## config.mk

```make
export PLATFORM = sky130hd
export DESIGN_NAME = imem_loader
export DESIGN_NICKNAME = d
export VERILOG_FILES = /design/src/rtl/riscv_pkg.sv /design/src/rtl/imem_loader_byte_packer.sv /design/src/rtl/imem_loader.sv
export SDC_FILE = /design/constraint.sdc
export NUM_CORES = 1
export LEC_CHECK = 0
export ABC_CLOCK_PERIOD_IN_PS = 2460
export CAP_MARGIN = 40
export CORE_ASPECT_RATIO = 1.2
export CORE_MARGIN = 4
export CORE_UTILIZATION = 50
export CTS_CLUSTER_SIZE = 40
export DETAILED_ROUTE_END_ITERATION = 6
export GPL_ROUTABILITY_DRIVEN = 0
export GPL_TIMING_DRIVEN = 0
export PLACE_DENSITY = 0.79
export SLEW_MARGIN = 25
export SYNTH_ARGS = -nofsm -noshare
export SYNTH_HDL_FRONTEND = slang
export SYNTH_SLANG_ARGS = --single-unit
```

## constraint.sdc

```tcl
create_clock -name clk -period 2.46 [get_ports clk]
set_input_delay 0.369 -clock clk [delete_from_list [all_inputs] [get_ports clk]]
set_output_delay 0.369 -clock clk [all_outputs]
set_load 0.05 [all_outputs]
```

## src/rtl/riscv_pkg.sv

```systemverilog
// Shared types and constants for the instruction-memory loader.
package riscv_pkg;

  localparam int XLEN           = 32;
  localparam int BYTES_PER_WORD = 4;

  typedef enum logic [1:0] {
    LOAD,
    WRITE,
    DONE_WAIT,
    DONE
  } loader_state_t;

endpackage

```

## src/rtl/imem_loader_byte_packer.sv

```systemverilog
// byte_packer: assembles stream bytes little-endian into one 32-bit word.
module byte_packer
  import riscv_pkg::*;
(
  input  logic            clk,
  input  logic            rst,
  input  logic            clear,
  input  logic            load,
  input  logic [7:0]      data,
  input  logic            last,
  output logic [XLEN-1:0] word,
  output logic [1:0]      idx
);

  // A last byte forces every lane above it to zero so a short final word is padded.
  always_ff @(posedge clk or posedge rst) begin
    if (rst) begin
      word <= '0;
      idx  <= '0;
    end else if (clear) begin
      word <= '0;
      idx  <= '0;
    end else if (load) begin
      for (int k = 0; k < BYTES_PER_WORD; k++) begin
        if (idx == 2'(k)) begin
          word[8*k +: 8] <= data;
        end else if (last && (2'(k) > idx)) begin
          word[8*k +: 8] <= '0;
        end
      end
      idx <= idx + 2'd1;
    end
  end

endmodule

```

## src/rtl/imem_loader.sv

```systemverilog
// imem_loader: streams a byte image into instruction memory and holds the core in reset until done.
// Optional IMEM_LOADER_CSUM_EN adds a running checksum output of all written words.
module imem_loader
  import riscv_pkg::*;
#(
  parameter int ADDR_W   = 8,
  parameter int RST_HOLD = 4
) (
  input  logic              clk,
  input  logic              rst,
  input  logic              s_valid,
  output logic              s_ready,
  input  logic [7:0]        s_data,
  input  logic              s_last,
  input  logic              reload,
  output logic              imem_we,
  output logic [ADDR_W-1:0] imem_waddr,
  output logic [XLEN-1:0]   imem_wdata,
  output logic              core_rst,
  output logic              load_done,
  output logic [ADDR_W:0]   word_count,
  output logic              err_ovf
`ifdef IMEM_LOADER_CSUM_EN
  ,
  output logic [XLEN-1:0]   csum
`endif
);

  localparam int HOLD_W = $clog2(RST_HOLD + 1) + 1;
  localparam logic [HOLD_W-1:0] HOLD_LAST = HOLD_W'(RST_HOLD);
  localparam logic [ADDR_W:0]   CAPACITY  = (ADDR_W + 1)'(1) << ADDR_W;

  loader_state_t     state;
  loader_state_t     next_state;
  logic              accept;
  logic              full;
  logic              last_seen;
  logic              pack_load;
  logic              pack_clear;
  logic [1:0]        pack_idx;
  logic [HOLD_W-1:0] hold_cnt;
  logic [ADDR_W:0]   count_inc;

  assign accept    = s_valid && s_ready;
  assign full      = (word_count == CAPACITY);
  assign count_inc = word_count + (ADDR_W + 1)'(1);
  assign core_rst  = (state != DONE);
  assign load_done = (state == DONE);

  byte_packer u_packer (
    .clk   (clk),
    .rst   (rst),
    .clear (pack_clear),
    .load  (pack_load),
    .data  (s_data),
    .last  (s_last),
    .word  (imem_wdata),
    .idx   (pack_idx)
  );

  // Once memory is full, bytes are still consumed but never packed, so the stream cannot stall.
  always_comb begin
    next_state = state;
    s_ready    = 1'b0;
    imem_we    = 1'b0;
    pack_load  = 1'b0;
    pack_clear = 1'b0;
    case (state)
      LOAD: begin
        s_ready = 1'b1;
        if (accept) begin
          if (full) begin
            if (s_last) next_state = DONE_WAIT;
          end else begin
            pack_load = 1'b1;
            if (s_last || (pack_idx == 2'(BYTES_PER_WORD - 1))) next_state = WRITE;
          end
        end
      end
      WRITE: begin
        imem_we    = 1'b1;
        pack_clear = 1'b1;
        next_state = last_seen ? DONE_WAIT : LOAD;
      end
      DONE_WAIT: begin
        if (hold_cnt == HOLD_LAST) next_state = DONE;
      end
      DONE: begin
        if (reload) next_state = LOAD;
      end
      default: next_state = LOAD;
    endcase
  end

  // The address saturates at the top word; word_count alone records the final capacity.
  always_ff @(posedge clk or posedge rst) begin
    if (rst) begin
      state      <= LOAD;
      last_seen  <= 1'b0;
      imem_waddr <= '0;
      word_count <= '0;
      err_ovf    <= 1'b0;
      hold_cnt   <= '0;
`ifdef IMEM_LOADER_CSUM_EN
      csum       <= '0;
`endif
    end else begin
      state <= next_state;
      if (pack_load) last_seen <= s_last;
      if (state == LOAD && accept && full) err_ovf <= 1'b1;
      hold_cnt <= (state == DONE_WAIT) ? hold_cnt + HOLD_W'(1) : '0;
      if (state == WRITE) begin
        word_count <= count_inc;
        if (count_inc != CAPACITY) imem_waddr <= imem_waddr + ADDR_W'(1);
`ifdef IMEM_LOADER_CSUM_EN
        csum <= csum + imem_wdata;
`endif
      end
      if (state == DONE && reload) begin
        imem_waddr <= '0;
        word_count <= '0;
        err_ovf    <= 1'b0;
        last_seen  <= 1'b0;
`ifdef IMEM_LOADER_CSUM_EN
        csum       <= '0;
`endif
      end
    end
  end

endmodule
```

==> flow_summary.json, run 1 <==
{
  "nNetsFinal": 385,
  "synth_ff_type": "dfrtp_1",
  "firstDrtPassIters": 6,
  "cts-hold-fix-buffers": 0,
  "num_antenna_cells": 0,
  "worstPathMaxFanout": 8,
  "numPortBuffers": 66,
  "netlist_instances": 284,
  "crit_buf_inv": 2,
  "num_vias": 2515,
  "clock_path_buffers": 2,
  "worstSetupPathType": "reg -> reg",
  "hold_viol": 0,
  "highest-signal-layer": "met4",
  "cp_data_arrival_time_ps": 2530,
  "route.met3.wl_um": 526,
  "status": "completed",
  "synthArstFlopShare": 1.00,
  "first_global_vias": 2505,
  "path_cells": "ha_1, and3b_1, o2111ai_2, a2111oi_4, buf_4, or2_1, buf_4, a221o_1",
  "maxCapViolCount": 0,
  "critPathMostFrequentCell": "buf_4",
  "grt_pass1_wl_um": 12100,
  "hpwlAfterDp_um": 5070,
  "start_util": 0.526,
  "period_share": 0.940,
  "drive_gt1_frac": 0.0929,
  "wl_um": 7180,
  "tightest_slew_ps": 628,
  "multiInputGateArea_mm2": 0.00123,
  "h-tree-depth": 3,
  "dpl_cell_area_mm2": 0.00360,
  "synth_area_leader_cell": "dfrtp_1",
  "skew_ps": 5.31,
  "cts.sinks": 59,
  "drt-met1-wl_um": 2970,
  "die_x_um": 76.8,
  "cp_slowest_cell": "dfrtp_1",
  "syn_avg_cell_area_um2": 10.0,
  "die_h_um": 90.6,
  "ys_ff_latch": 59,
  "io_pins": 67,
  "syn-cell-area_mm2": 0.00284,
  "core.rowCount": 29,
  "place_worst_setup_slack_ps": -298,
  "wl_met2_um": 3600,
  "yosysSeqAreaShare": 0.520,
  "crit_required_ps": 2680,
  "max_freq_mhz": 432,
  "ys_warn_count": 0,
  "tritoncts": "built",
  "setup.worst_path.start_class": "flip-flop",
  "grt_max_degree": 33,
  "rsz0062_at_grt": "no",
  "vias_per_cell": 5.88,
  "setup_viol": 0,
  "slew_viol_final": 0,
  "wl_per_cell_um": 16.8,
  "fill_cells": 427,
  "track_usage": 0.218,
  "worstHoldPathType": "in -> async",
  "maxSlewHeadroom": 0.581,
  "drt-initial-drc-count": 95,
  "clockRootBuffer": "clkbuf_8",
  "regArea_mm2": 0.00148,
  "max_stage_delay_ps": 460,
  "antenna_found_initial": 0,
  "synthDistinctLibCells": 42,
  "yosysMostFrequentCell": "dfrtp_1",
  "yosysTopAreaCellShare": 0.520,
  "area_growth_pct": 33.6,
  "peakVddDrop_v": 0.000925,
  "antenna_left": 0,
  "p_per_area_mw_per_mm2": 1260,
  "dieArea_mm2": 0.00696,
  "path_clk_slew_ps": 70,
  "end_kind": "flip-flop",
  "overflow": 0,
  "clk_latency_ps": 330,
  "crit_family": "compound AO/OA/AOI/OAI gates",
  "drc": 0,
  "final.setup.worst_slack_ps": 148,
  "syn-num-nets": 307,
  "p_leak_nw": 1.69,
  "coreArea_mm2": 0.00541,
  "cts_buffers": 9,
  "fin_area_mm2": 0.00379,
  "fin_crit_ps": 2310,
  "synth_edf_count": 0,
  "ys_top_cells_by_count": "dfrtp_1, nand2_1, nand3_1",
  "synthTopCellsByArea": "dfrtp_1, nand3_1, a22o_1"
}
flip-flops by register name, indices dropped and copies added (netlist names):
name / flops
u_packer.word: 32
word_count: 9
u_packer.idx: 2
state: 2
hold_cnt: 4
err_ovf: 1
imem_waddr: 8
last_seen: 1
worst reg2reg max path, delay by kind of cell, from the launching register on:
kind / cells / cell delay (ps)
AO/OA/AOI/OAI: 3 / 670
flip-flops: 1 / 460
AND/OR/NAND/NOR: 2 / 410
buffers and inverters: 2 / 340
adder cells (fa/ha/maj): 1 / 310
cells by family after synthesis:
logic type	count (synthesis)	synth area share
DFF	59	0.520
and+or+nand+nor	97	0.167
adders and majority gates	10	0.0440
buffers and inverters	32	0.0458
AOI/OAI and AO/OA	78	0.196
xor gates and xnor gates	4	0.0123
muxes	4	0.0145
placed cells by master, fill, tap and decap left out, types with 6 or more instances in the layout:
cell type,instances
nand2_1,27
a21oi_1,20
ha_1,10
inv_1,15
clkdlybuf4s50_1,63
nor2_1,22
a22oi_1,8
clkbuf_8,9
clkbuf_1,9
o21ai_0,12
dfrtp_1,59
nand3_1,27
a22o_1,15
and3_1,6
area by class of cell:
type / instances / share of cell area
Timing Repair Buffer: 68 / 0.182
Multi-Input combinational cell: 193 / 0.325
Tap cell: 62 / 0.0204
Clock buffer: 9 / 0.0326
Sequential cell: 59 / 0.389
Clock inverter: 6 / 0.0152
Buffer: 14 / 0.0168
Inverter: 17 / 0.0185
what timing repair did:
item | CTS | global route
setup endpoints to repair | 2 | 3
gates resized for setup | 5 | 3
hold endpoints to repair | 0 | 0
pin swaps | 0 | 1
setup buffers | 0 | 1
metal layers:
layer  vias to the layer above  track usage
li1                       1172            -
met1                      1234        0.264
met2                       101        0.365
met3                         8       0.0719
met4                         0       0.0665
met5                         -            0
stage by stage:
step           TNS [ps]  utilization  hold slack, ps  instances  power [mW]
2_1_floorplan         0            -             454        284        3.16
3_3_place_gp     -27180        0.662             475        412        3.91
3_5_place_dp      -1350        0.666             482        413        3.98
4_1_cts               0        0.700             377        427        4.82
5_1_grt               0        0.702             391        428        5.07
6_report              0        0.702             364        428        4.80
where the power goes:
| part | internal, mW | switching (mW) |
|---|---|---|
| Combinational | 0.819 | 1.66 |
| Sequential | 1.24 | 0.224 |
| Clock | 0.454 | 0.394 |
path summary, 6_finish.rpt:
kind / startpoint / slack [ps] / cells past startpoint / end
max reg2reg: word_count[0]$_DFFE_PP0P_ / 150 / 8 / imem_waddr[7]$_DFFE_PP0P_
max: word_count[0]$_DFFE_PP0P_ / 150 / 8 / imem_waddr[7]$_DFFE_PP0P_
min reg2reg: hold_cnt[0]$_DFF_PP0_ / 490 / 1 / hold_cnt[0]$_DFF_PP0_
max in group asynchronous: rst / 1610 / 3 / u_packer.word[21]$_DFFE_PP0P_
min in group clk: hold_cnt[0]$_DFF_PP0_ / 490 / 1 / hold_cnt[0]$_DFF_PP0_
min: rst / 360 / 2 / hold_cnt[3]$_DFF_PP0_
Note: power is estimated with default switching activity, not from simulation.
==> run 2, diff against run 1 <==
- RECOVER_POWER: default -> 50
==> run 2 against run 1 <==
  * Sequential power about the same
  * Core utilization decreased by 0.37 points
  * Non-clock buffer count unchanged
  * Clock power decreased by 0.7%
  * Critical path depth unchanged
  * Setup slack improved by 14 ps
  * Final cell count unchanged
  * Register-to-register slack about the same
  * Sequential share of layout area increased by 0.21 points
==> flow_summary.json, run 2 (synthesis gave the netlist of run 1 again) <==
{
  "drive_gt1_frac": 0.0902,
  "dieArea_mm2": 0.00696,
  "crit_family": "compound AO/OA/AOI/OAI gates",
  "setup.worst_path.start_class": "flip-flop",
  "multiInputGateArea_mm2": 0.00123,
  "io_pins": 67,
  "first_global_vias": 2505,
  "coreArea_mm2": 0.00541,
  "path_cells": "ha_1, and3b_1, o2111ai_2, a2111oi_4, buf_4, or2_1, buf_4, a221o_1",
  "worstHoldPathType": "reg -> reg",
  "r2r_setup_slack_ps": 160,
  "maxCapViolCount": 0,
  "antenna_left": 0,
  "cts_buffers": 9,
  "p_per_area_mw_per_mm2": 1260,
  "num_vias": 2492,
  "num_antenna_cells": 0,
  "rr_endpoint": "imem_waddr[7]$_DFFE_PP0P_",
  "grt_pass1_wl_um": 12100,
  "reg2reg_from": "word_count[0]$_DFFE_PP0P_",
  "max_stage_delay_ps": 460,
  "path_clk_slew_ps": 70,
  "drc": 0,
  "hold_viol": 0,
  "period_share": 0.934,
  "die_x_um": 76.8,
  "h-tree-depth": 3,
  "max_freq_mhz": 435,
  "holdWs_ps": 487,
  "final_common_cell": "dfrtp_1",
  "numPortBuffers": 66,
  "cts.sinks": 59,
  "reg_top3": "u_packer.word: 32 flops, word_count: 9 flops, imem_waddr: 8 flops",
  "core.rowCount": 29,
  "skew_ps": 4.75,
  "drt-initial-drc-count": 99,
  "clk_latency_ps": 330,
  "cp_data_arrival_time_ps": 2510,
  "clock_path_buffers": 2,
  "antenna_found_initial": 0,
  "end_kind": "flip-flop",
  "largest_reg_flops": 32,
  "tritoncts": "built",
  "cts-hold-fix-buffers": 0,
  "status": "completed",
  "wl_per_cell_um": 16.7,
  "worstSetupPathType": "reg -> reg",
  "fin_crit_ps": 2300,
  "top_register": "u_packer.word",
  "firstDrtPassIters": 4,
  "crit_required_ps": 2680,
  "final.setup.worst_slack_ps": 162,
  "maxSlewHeadroom": 0.147,
  "r2r_cells": 8,
  "final_cell_mix": "dfrtp_1, clkdlybuf4s50_1, nand2_1, nand3_1, nor2_1",
  "rsz0062_at_grt": "no",
  "overflow": 0,
  "tightest_slew_ps": 1270,
  "peakVddDrop_v": 0.000918,
  "cp_slowest_cell": "dfrtp_1",
  "wl_um": 7140,
  "worstPathMaxFanout": 8,
  "area_growth_pct": 32.8,
  "fill_cells": 430,
  "crit_buf_inv": 2,
  "p_leak_nw": 1.72,
  "hpwlAfterDp_um": 5070,
  "holdPathStages": 1,
  "track_usage": 0.218,
  "grt_max_degree": 33,
  "nNetsFinal": 385,
  "hold_end": "hold_cnt[0]$_DFF_PP0_",
  "worst_hold_startpoint": "hold_cnt[0]$_DFF_PP0_",
  "place_worst_setup_slack_ps": -298,
  "start_util": 0.526,
  "clockRootBuffer": "clkbuf_8",
  "critPathMostFrequentCell": "buf_4",
  "vias_per_cell": 5.82,
  "slew_viol_final": 0,
  "setup_viol": 0,
  "regArea_mm2": 0.00148,
  "die_h_um": 90.6
}
==> run 2: per-stage QoR <==
step	cell area, um2	TNS, ps	power, mW	std cells	utilization
after floorplan	2840	0	3.16	284	-
after global placement	3580	-27180	3.91	412	0.662
after detailed placement	3600	-1350	3.98	413	0.666
after CTS	3780	0	4.82	427	0.700
after global routing	3770	0	5.04	428	0.698
final	3770	0	4.76	428	0.698
==> run 2: what timing repair did <==
action | CTS | global route
resized for setup | 5 | 3
endpoints found under the hold margin | 0 | 0
pin swaps | 0 | 1
buffers inserted | 0 | 1
endpoints found under the setup margin | 2 | 3
==> run 2: where the power goes <==
part,switching (mW),internal [mW],total [mW]
logic,1.66,0.794,2.46
clock network,0.389,0.454,0.843
registers,0.221,1.24,1.46
total,2.27,2.49,4.76
==> run 2: final cells by class <==
cell class,count,share of cell area
Clock buffer,9,0.0328
Clock inverter,6,0.0152
Multi-Input combinational cell,193,0.327
Tap cell,62,0.0206
Inverter,17,0.0182
Timing Repair Buffer,68,0.179
Buffer,14,0.0159
Sequential cell,59,0.391
==> run 2: how the worst max path moves through the flow <==
stage,slack [ps],cells after the start,end,from
detailed placement,-300,5,imem_we,state[0]$_DFFE_PP0P_
finish,160,8,imem_waddr[7]$_DFFE_PP0P_,word_count[0]$_DFFE_PP0P_
CTS,50,4,load_done,state[0]$_DFFE_PP0P_
global route,30,4,imem_we,state[1]$_DFFE_PP0P_
global placement,-440,2,u_packer.word[21]$_DFFE_PP0P_,rst
floorplan,120,7,imem_waddr[7]$_DFFE_PP0P_,word_count[0]$_DFFE_PP0P_
==> run 2: metal layers <==
layer  up-vias  wire length (um)  GRT usage
met5         -                 0          0
met4         0                83     0.0665
met3         7               500     0.0719
met2        92              3570      0.365
met1      1223              2980      0.264
li1       1170                 -          -
